--- config.mk ---
export PLATFORM = sky130hd
export DESIGN_NAME = multiword_add_sub
export DESIGN_NICKNAME = d
export VERILOG_FILES = /design/src/rtl/multiword_add_sub.sv
export SDC_FILE = /design/constraint.sdc
export NUM_CORES = 1
export LEC_CHECK = 0
export ABC_CLOCK_PERIOD_IN_PS = 10890
export CORE_MARGIN = 2
export CORE_UTILIZATION = 26
export CTS_CLUSTER_DIAMETER = 40
export DETAILED_ROUTE_END_ITERATION = 7
export GPL_ROUTABILITY_DRIVEN = 1
export PLACE_DENSITY_LB_ADDON = 0.15
export SLEW_MARGIN = 10
export SYNTH_ARGS = -nofsm -noshare
export SYNTH_HDL_FRONTEND = slang
export SYNTH_SLANG_ARGS = --single-unit
export TNS_END_PERCENT = 10
--- constraint.sdc ---
create_clock -name clk -period 10.89 [get_ports clk]
set_input_delay 2.178 -clock clk [delete_from_list [all_inputs] [get_ports clk]]
set_output_delay 2.178 -clock clk [all_outputs]
set_load 0.01 [all_outputs]
--- src/rtl/multiword_add_sub.sv ---
// ---------------------------------------------------------------------------
// multiword_add_sub
//
// Sequential multi-precision adder/subtractor.  Operands wider than one word
// are streamed in least-significant word first.  The carry out of each word is
// held in a carry register and fed back into the next word of the same packet.
// The flags presented with the final word describe the full-width result.
//
// Parameters
//   DATA_WIDTH  word width (passed to the internal adder)
//   BLOCK_SIZE  lookahead block size of the internal adder; must divide
//               DATA_WIDTH
//
// Ports
//   clk, rst            clock (rising edge) and asynchronous active-high reset
//   in_valid/in_ready   input handshake; in_ready = !out_valid || out_ready
//   in_first, in_last   packet framing of the input word
//   sub                 1 = A-B, 0 = A+B (taken from the first word only)
//   A, B                operand words
//   out_valid/out_ready output handshake (single register stage)
//   out_last            result word is the most-significant word
//   S                   result word
//   CF, OF, ZF          carry (1 = no borrow), signed overflow and zero flags
//                       of the whole packet; non-zero only with out_last
//
// Configuration
//   MULTIWORD_ZERO_FLAG_EN  when defined, the zero accumulator and ZF are
//                           built; otherwise ZF is tied to 0.
// ---------------------------------------------------------------------------

// Carry lookahead adder: per-block group generate/propagate decide the carry
// into the next block, bit carries are resolved inside each block.
module carry_lookahead_adder #(
   parameter int DATA_WIDTH = 8,
   parameter int BLOCK_SIZE = 1
) (
   input  logic [DATA_WIDTH-1:0] A,
   input  logic [DATA_WIDTH-1:0] B,
   input  logic                  Cin,
   output logic [DATA_WIDTH-1:0] S,
   output logic                  CF,
   output logic                  OF
);

   localparam int NUM_BLOCKS = DATA_WIDTH / BLOCK_SIZE;

   // All carries are kept local to this block so the carry chain is evaluated
   // in order without creating a combinational loop on a module signal.
   always_comb begin
      logic [DATA_WIDTH:0]   c;
      logic [DATA_WIDTH-1:0] g;
      logic [DATA_WIDTH-1:0] p;
      logic                  blk_g;
      logic                  blk_p;
      g     = A & B;
      p     = A ^ B;
      c     = '0;
      blk_g = 1'b0;
      blk_p = 1'b1;
      c[0]  = Cin;
      for (int k = 0; k < NUM_BLOCKS; k++) begin
         blk_g = 1'b0;
         blk_p = 1'b1;
         for (int j = 0; j < BLOCK_SIZE; j++) begin
            blk_g = g[k*BLOCK_SIZE+j] | (p[k*BLOCK_SIZE+j] & blk_g);
            blk_p = blk_p & p[k*BLOCK_SIZE+j];
         end
         for (int j = 1; j < BLOCK_SIZE; j++) begin
            c[k*BLOCK_SIZE+j] = g[k*BLOCK_SIZE+j-1]
                              | (p[k*BLOCK_SIZE+j-1] & c[k*BLOCK_SIZE+j-1]);
         end
         c[(k+1)*BLOCK_SIZE] = blk_g | (blk_p & c[k*BLOCK_SIZE]);
      end
      S  = p ^ c[DATA_WIDTH-1:0];
      CF = c[DATA_WIDTH];
      OF = c[DATA_WIDTH] ^ c[DATA_WIDTH-1];
   end

endmodule

module multiword_add_sub #(
   parameter int DATA_WIDTH = 8,
   parameter int BLOCK_SIZE = 1
) (
   input  logic                  clk,
   input  logic                  rst,
   input  logic                  in_valid,
   output logic                  in_ready,
   input  logic                  in_first,
   input  logic                  in_last,
   input  logic                  sub,
   input  logic [DATA_WIDTH-1:0] A,
   input  logic [DATA_WIDTH-1:0] B,
   output logic                  out_valid,
   input  logic                  out_ready,
   output logic                  out_last,
   output logic [DATA_WIDTH-1:0] S,
   output logic                  CF,
   output logic                  OF,
   output logic                  ZF
);

   typedef enum logic {IDLE, BUSY} state_t;

   state_t                state;
   state_t                state_next;
   logic                  carry_q;
   logic                  sub_q;
   logic                  accept;
   logic                  first;
   logic                  op;
   logic                  cin;
   logic [DATA_WIDTH-1:0] b_eff;
   logic [DATA_WIDTH-1:0] add_s;
   logic                  add_cf;
   logic                  add_of;

   assign in_ready = !out_valid || out_ready;
   assign accept   = in_valid && in_ready;

   // A word arriving in IDLE always opens a packet; in BUSY an explicit
   // in_first restarts the packet and the stale carry is ignored.
   assign first = (state == IDLE) || in_first;
   assign op    = first ? sub : sub_q;
   assign cin   = first ? sub : carry_q;
   assign b_eff = B ^ {DATA_WIDTH{op}};

   carry_lookahead_adder #(
      .DATA_WIDTH (DATA_WIDTH),
      .BLOCK_SIZE (BLOCK_SIZE)
   ) u_adder (
      .A   (A),
      .B   (b_eff),
      .Cin (cin),
      .S   (add_s),
      .CF  (add_cf),
      .OF  (add_of)
   );

   // Packet state register.
   always_ff @(posedge clk or posedge rst) begin
      if (rst) begin
         state <= IDLE;
      end else begin
         state <= state_next;
      end
   end

   // The last word of a packet returns to IDLE, any other word leaves us
   // mid-packet.
   always_comb begin
      state_next = state;
      if (accept) begin
         state_next = in_last ? IDLE : BUSY;
      end
   end

   // Carry chaining between words and the per-packet operation latch.
   always_ff @(posedge clk or posedge rst) begin
      if (rst) begin
         carry_q <= 1'b0;
         sub_q   <= 1'b0;
      end else if (accept) begin
         carry_q <= add_cf;
         if (first) begin
            sub_q <= sub;
         end
      end
   end

   // Single output register stage; flags are only meaningful on the last
   // word, so they are forced to zero on intermediate words.
   always_ff @(posedge clk or posedge rst) begin
      if (rst) begin
         out_valid <= 1'b0;
         out_last  <= 1'b0;
         S         <= '0;
         CF        <= 1'b0;
         OF        <= 1'b0;
      end else if (accept) begin
         out_valid <= 1'b1;
         out_last  <= in_last;
         S         <= add_s;
         CF        <= in_last ? add_cf : 1'b0;
         OF        <= in_last ? add_of : 1'b0;
      end else if (out_ready) begin
         out_valid <= 1'b0;
      end
   end

`ifdef MULTIWORD_ZERO_FLAG_EN
   logic zacc;
   logic zacc_next;

   assign zacc_next = (add_s == '0) & (first ? 1'b1 : zacc);

   // Running "every word so far was zero" flag, reported on the last word.
   always_ff @(posedge clk or posedge rst) begin
      if (rst) begin
         zacc <= 1'b0;
         ZF   <= 1'b0;
      end else if (accept) begin
         zacc <= zacc_next;
         ZF   <= in_last ? zacc_next : 1'b0;
      end
   end
`else
   assign ZF = 1'b0;
`endif

endmodule

==> run_results.csv, run 1 <==
group,metric,value,unit
run_status,status,"completed",
clocking,cts_hold_buf,0,
timing,setup_ws,4.08,ns
grt,overflow,0,
clocking,cts_max_path_buffers,2,
drt,vias,657,
die,die_w,64.4,um
timing,fmax,147,MHz
finish,drive_gt1_share,8.62,%
power,p_leak,0.631,nW
finish,post-route-util,39.5,%
die,rows,21,
critical_path,cp-start-kind,"input pin",
critical_path,crit_type,"in -> reg",
flow_run,cap_viol_max_count,0,
grt,grt_pass1_wl,3.34,mm
die,ios,37,
clocking,h-tree-depth,1,
die,core,3420,um^2
drt,drtAntennaViolNets,0,
drt,finalWirelength,1.91,mm
place,gp_congestion,0.706,
power,p_int,0.144,mW
grt,grt_max_degree,16,
drt,first_pass_iters,3,
drt,vias_per_cell,4.06,
finish,stdcell_count,162,
logic_synthesis,syn_avg_cell_area,11.7,um^2
grt,track_usage,10.6,%
finish,synthToLayoutAreaGrowth,42.3,%
place,place_inst,158,
timing,fin_worst_skew,0.00910,ns
power,power.switching,0.0706,mW
logic_synthesis,synth_area_leaders,"dfrtp_1 (40%), fa_1 (17%), xor2_1 (8.3%)",
clocking,clk_latency,0.28,ns
grt,grt_pass1_vias,742,
clocking,cts_buffers,3,
finish,final_nets,148,
timing,rsz0062_at_grt,"false",
logic_synthesis,post-synth-top-area-cell,"dfrtp_1",
clocking,cts-resized-gates,0,
timing,maxSlewViolCount,0,
power,p_sw_share,32.8,%
critical_path,cp-end-kind,"register",
logic_synthesis,syn-num-nets,112,
timing,hold_viol,0,
timing,tns,0,ns
drt,routedWlPerCell,11.8,um
place,pre_cts_ws,3.76,ns
clocking,clockRootBuffer,"clkbuf_4",
place,hpwlAfterDp,1.53,mm
power,seq_power_share,39.3,%
power,power,0.215,mW
power,ir_drop,0.0554,mV
place,placed_area,1320,um^2
timing,worst_pin_slew,0.590,ns
power,clkPwrFrac,14.6,%
logic_synthesis,synth_cell_types,19,
logic_synthesis,synth.top_cells.by_count,"inv_1 (16), dfrtp_1 (15), a21oi_1 (10)",
clocking,cts.sinks,15,
grt,antenna_found_initial,0,
finish,antennaDiodeCount,0,
place,portBuffers,35,
die,initial_core_util,27.8,%
timing,slew_headroom,60.6,%
logic_synthesis,yosys_warnings,0,
critical_path,worstPathArrival,6.98,ns
timing,fin_crit_sh,62.5,%
drt,drtIter0Drc,24,
finish,final_area,1350,um^2
logic_synthesis,syn_inst,81,
critical_path,crit_fanout,9,
logic_synthesis,synthArstFlopShare,100,%
clocking,clk_pin_slew,0.08,ns
die,fp.dieH,64.4,um
timing,finalCriticalPeriod,6.81,ns
logic_synthesis,synth_enable_flop_cells,0,
critical_path,cp_data_required_time,11.06,ns
die,fp.dieArea,4150,um^2
timing,whs,0.520,ns
clocking,postCtsSetupRepairBufs,0,
timing,finalSetupViolCount,0,
logic_synthesis,synth_top_area_share,39.6,%
logic_synthesis,ys_ff_latch,15,
logic_synthesis,synth_ff_type,"dfrtp_1",
power,powerDensity,159,nW/um^2
clocking,cts_tree,"done",
logic_synthesis,syn_area,948,um^2
drt,drc,0,
logic_synthesis,yosysMostFrequentCell,"inv_1",
logic_synthesis,yosysSeqAreaShare,39.6,%
min_path,min_path_type,"reg -> reg",
power,combPwrFrac,46.1,%
==> layout by cell type, fill, tap and decap left out, drive strengths merged <==
cell and count:
clkdlybuf4s50 35, nand2 1, inv 16, o21ai 1, nor2b 1, nand4 1, clkinv 1, dfrtp 15
and2 1, nand2b 3, clkbuf 3, fa 8, mux2i 8, a21oi 10, conb 1, mux2 2
xor2 9
==> cells by family (layout without fill, tap and decap cells) <==
group	count (synthesis)	after routing	synth area share (%)
adders and majority gates	8	8	16.9
other	1	1	0.395
DFF	15	15	39.6
and+or+nand+nor	7	7	6.20
AOI/OAI and AO/OA	11	11	5.80
xor gates and xnor gates	9	9	8.31
buffers and inverters	20	55	9.89
muxes	10	10	12.9
==> layer usage <==
layer | vias up | part of all wire [%] | track usage, %
li1 | 317 | - | -
met1 | 319 | 42 | 12.9
met2 | 19 | 51 | 17.7
met3 | 2 | 4.4 | 2.11
met4 | 0 | 1.8 | 5.59
met5 | - | 0 | 0
==> state kept, by name (all words and copies together), names as in the netlist <==
| signal | flops |
|---|---|
| sub_q | 1 |
| state | 1 |
| out_valid | 1 |
| out_last | 1 |
| OF | 1 |
| S | 8 |
| CF | 1 |
| carry_q | 1 |
==> critical path, stage by stage <==
cell and delay (ns):
clkdlybuf4s50_1 0.46, nand2b_4 0.14, mux2i_4 0.43, xor2_1 0.15
fa_1 0.43, fa_1 0.39, fa_1 0.39, fa_1 0.39
fa_1 0.39, fa_1 0.39, fa_1 0.43, fa_1 0.45
xor2_1 0.18, nand4_1 0.08, o21ai_1 0.07
==> worst paths after layout <==
check | cells after the start | endpoint | slack [ns] | startpoint
max | 15 | OF$_DFFE_PP0P_ | 4.08 | in_first
min | 1 | CF$_DFFE_PP0P_ | 0.52 | CF$_DFFE_PP0P_
max reg2reg | 14 | OF$_DFFE_PP0P_ | 6.06 | state$_DFFE_PP0P_
min reg2reg | 1 | CF$_DFFE_PP0P_ | 0.52 | CF$_DFFE_PP0P_
max in group asynchronous | 2 | carry_q$_DFFE_PP0P_ | 8.24 | rst
min in group asynchronous | 2 | S[0]$_DFFE_PP0P_ | 2.25 | rst
==> layout make-up <==
cell class | instances | area, um^2
Fill cell | 373 | 2070
Multi-Input combinational cell | 46 | 479
Sequential cell | 15 | 375
Timing Repair Buffer | 35 | 350
Inverter | 16 | 60.1
Tap cell | 46 | 57.6
Clock buffer | 3 | 22.5
Clock inverter | 1 | 5.00
==> power groups by stage <==
stage | logic, mW | registers, mW | clock network (mW)
floorplan | 0.0441 | 0.0918 | 0
global route | 0.111 | 0.0871 | 0.0367
CTS | 0.102 | 0.0849 | 0.0335
finish | 0.0991 | 0.0844 | 0.0315
global placement | 0.0999 | 0.0853 | 0
detailed placement | 0.102 | 0.0855 | 0
Note: power is estimated with default switching activity, not from simulation.
==> run 2, diff against run 1 <==
--- a/config.mk
+++ b/config.mk
@@ -5,7 +5,7 @@
 export SDC_FILE = /design/constraint.sdc
 export NUM_CORES = 1
 export LEC_CHECK = 0
-export ABC_CLOCK_PERIOD_IN_PS = 10890
+export ABC_CLOCK_PERIOD_IN_PS = 5950
 export CORE_MARGIN = 2
 export CORE_UTILIZATION = 26
 export CTS_CLUSTER_DIAMETER = 40
==> constraint.sdc (replaced) <==
create_clock -name clk -period 5.95 [get_ports clk]
set_input_delay 1.19 -clock clk [delete_from_list [all_inputs] [get_ports clk]]
set_output_delay 1.19 -clock clk [all_outputs]
set_load 0.01 [all_outputs]
==> run 2 against run 1 <==
Against the previous run:
- final cell count is 0.62% higher
- routed wire length is 3.4% lower
- first-iteration DRC count is 8.3% lower
- hold slack worse by 0.0022 ns
- power is 84% higher
- die area stayed put
- worst setup slack worse by 3.7 ns
- non-clock buffer count is 1 higher
- global-route usage is 0.75 points lower
- sequential power is 81% higher
- via count is 1.2% higher
- critical path type unchanged
- critical endpoint unchanged
==> run_results.csv, run 2 (same netlist as run 1, synthesis figures left out) <==
group,metric,value,unit
run_status,status,"completed",
critical_path,r2r_end,"OF$_DFFE_PP0P_",
finish,final_nets,149,
timing,fmax,180,MHz
clocking,cts_hold_buf,0,
timing,worst_pin_slew,0.586,ns
grt,grt_pass1_wl,3.03,mm
power,ir_drop,0.0983,mV
drt,vias_per_cell,4.08,
finish,largest_reg_flops,8,
clocking,clk_latency,0.28,ns
critical_path,crit_end,"OF$_DFFE_PP0P_",
grt,grt_pass1_vias,677,
grt,grt_max_degree,16,
critical_path,cp_data_required_time,6.12,ns
drt,drc,0,
die,rows,21,
critical_path,crit_type,"in -> reg",
timing,fin_worst_skew,0.00332,ns
finish,layout_commonest_cell,"clkdlybuf4s50_1",
clocking,cts_buffers,3,
power,power,0.396,mW
timing,fin_crit_sh,93.6,%
finish,nFillCells,367,
timing,finalSetupViolCount,0,
critical_path,crit_top_cell,"fa_1",
grt,track_usage,9.86,%
place,portBuffers,35,
finish,drive_gt1_share,8.55,%
finish,synthToLayoutAreaGrowth,43.0,%
die,initial_core_util,27.8,%
critical_path,cp-start-kind,"input pin",
timing,maxSlewViolCount,0,
drt,first_pass_iters,2,
timing,finalCriticalPeriod,5.57,ns
clocking,postCtsSetupRepairBufs,0,
critical_path,crit_path_start,"in_first",
timing,tns,0,ns
drt,vias,665,
timing,setup_ws,0.381,ns
drt,drtAntennaViolNets,0,
clocking,h-tree-depth,1,
timing,slew_headroom,60.9,%
drt,drtIter0Drc,22,
critical_path,critPathSlowestCell,"fa_1",
place,place_inst,159,
place,gp_congestion,0.671,
finish,post-route-util,39.7,%
critical_path,cp.buffers_inverters,1,
clocking,clockRootBuffer,"clkbuf_4",
die,ios,37,
grt,overflow,0,
finish,stdcell_count,163,
clocking,cts-resized-gates,0,
die,core,3420,um^2
finish,antennaDiodeCount,0,
place,placed_area,1330,um^2
place,pre_cts_ws,0.0694,ns
die,fp.dieH,64.4,um
timing,whs,0.518,ns
critical_path,reg2reg_depth,14,
die,die_w,64.4,um
die,fp.dieArea,4150,um^2
timing,rsz0062_at_grt,"false",
power,p_leak,0.633,nW
clocking,cts_max_path_buffers,2,
critical_path,r2r_start,"state$_DFFE_PP0P_",
flow_run,cap_viol_max_count,0,
timing,hold_viol,0,
finish,final_area,1360,um^2
critical_path,cp-end-kind,"register",
critical_path,slowest_delay,0.47,ns
finish,layout_common_cells,"clkdlybuf4s50_1 (35), inv_1 (16), dfrtp_1 (15), a21oi_1 (10), xor2_1 (9)",
min_path,min_path_type,"reg -> reg",
critical_path,cp_num_cells,15,
clocking,cts.sinks,15,
min_path,worstHoldStart,"CF$_DFFE_PP0P_",
grt,antenna_found_initial,0,
drt,finalWirelength,1.84,mm
critical_path,reg2reg_slack,1.37,ns
clocking,cts_tree,"done",
drt,routedWlPerCell,11.3,um
critical_path,path_cells,"clkdlybuf4s50_1 > nand2b_4 > mux2i_4 > xor2_1 > fa_1 > fa_1 > fa_1 > fa_1 > fa_1 > fa_1 > fa_1 > fa_1 > xor2_1 > nand4_1 > o21ai_1",
critical_path,crit_fanout,3,
clocking,clk_pin_slew,0.09,ns
power,powerDensity,292,nW/um^2
critical_path,worstPathArrival,5.74,ns
finish,largest_register,"S",
critical_path,cp_top_family,"adder cells",
-- run 2: cell types whose count changed in the layout (fill, tap and decap cells not counted) --
cell      change
buf_4         +1
clkbuf_1      +1
clkinv_2      -1
-- run 2: how the worst min path moves through the flow --
stage,endpoint,cells after the start,slack (ns)
floorplan,carry_q$_DFFE_PP0P_,2,0.49
global placement,CF$_DFFE_PP0P_,1,0.50
detailed placement,CF$_DFFE_PP0P_,1,0.50
CTS,CF$_DFFE_PP0P_,1,0.53
global route,CF$_DFFE_PP0P_,1,0.54
finish,CF$_DFFE_PP0P_,1,0.52
-- run 2: cell type report --
type                       count  area [um^2]  area share [%]
clock buffer                   4         26.3            1.94
sequential                    15          375            27.7
multi-input combinational     46          479            35.3
inverter                      16         60.1            4.43
tap                           46         57.6            4.24
timing repair buffer          36          358            26.4
-- run 2: per-layer routing --
metal	wire length [um]	part of all wire, %	GRT usage [%]	vias to the layer above
met1	742	40	10.9	325
met2	950	52	16.1	17
met4	34	1.8	7.18	0
met5	0	0	0	-
met3	115	6.2	2.82	2
li1	-	-	-	321
-- run 2: worst register-to-register path, stage by stage, from the launching register on --
cell,delay [ns]
dfrtp_1,0.42
nand2b_4,0.10
mux2i_4,0.23
xor2_1,0.11
fa_1,0.41
fa_1,0.38
fa_1,0.39
fa_1,0.39
fa_1,0.40
fa_1,0.40
fa_1,0.43
fa_1,0.47
xor2_1,0.19
nand4_1,0.08
o21ai_1,0.07
-- run 2: where the power goes --
part           switching [mW]  total [mW]  internal, mW
clock network          0.0329      0.0589        0.0260
logic                  0.0776       0.184         0.107
registers              0.0187       0.153         0.135
total                   0.129       0.396         0.267
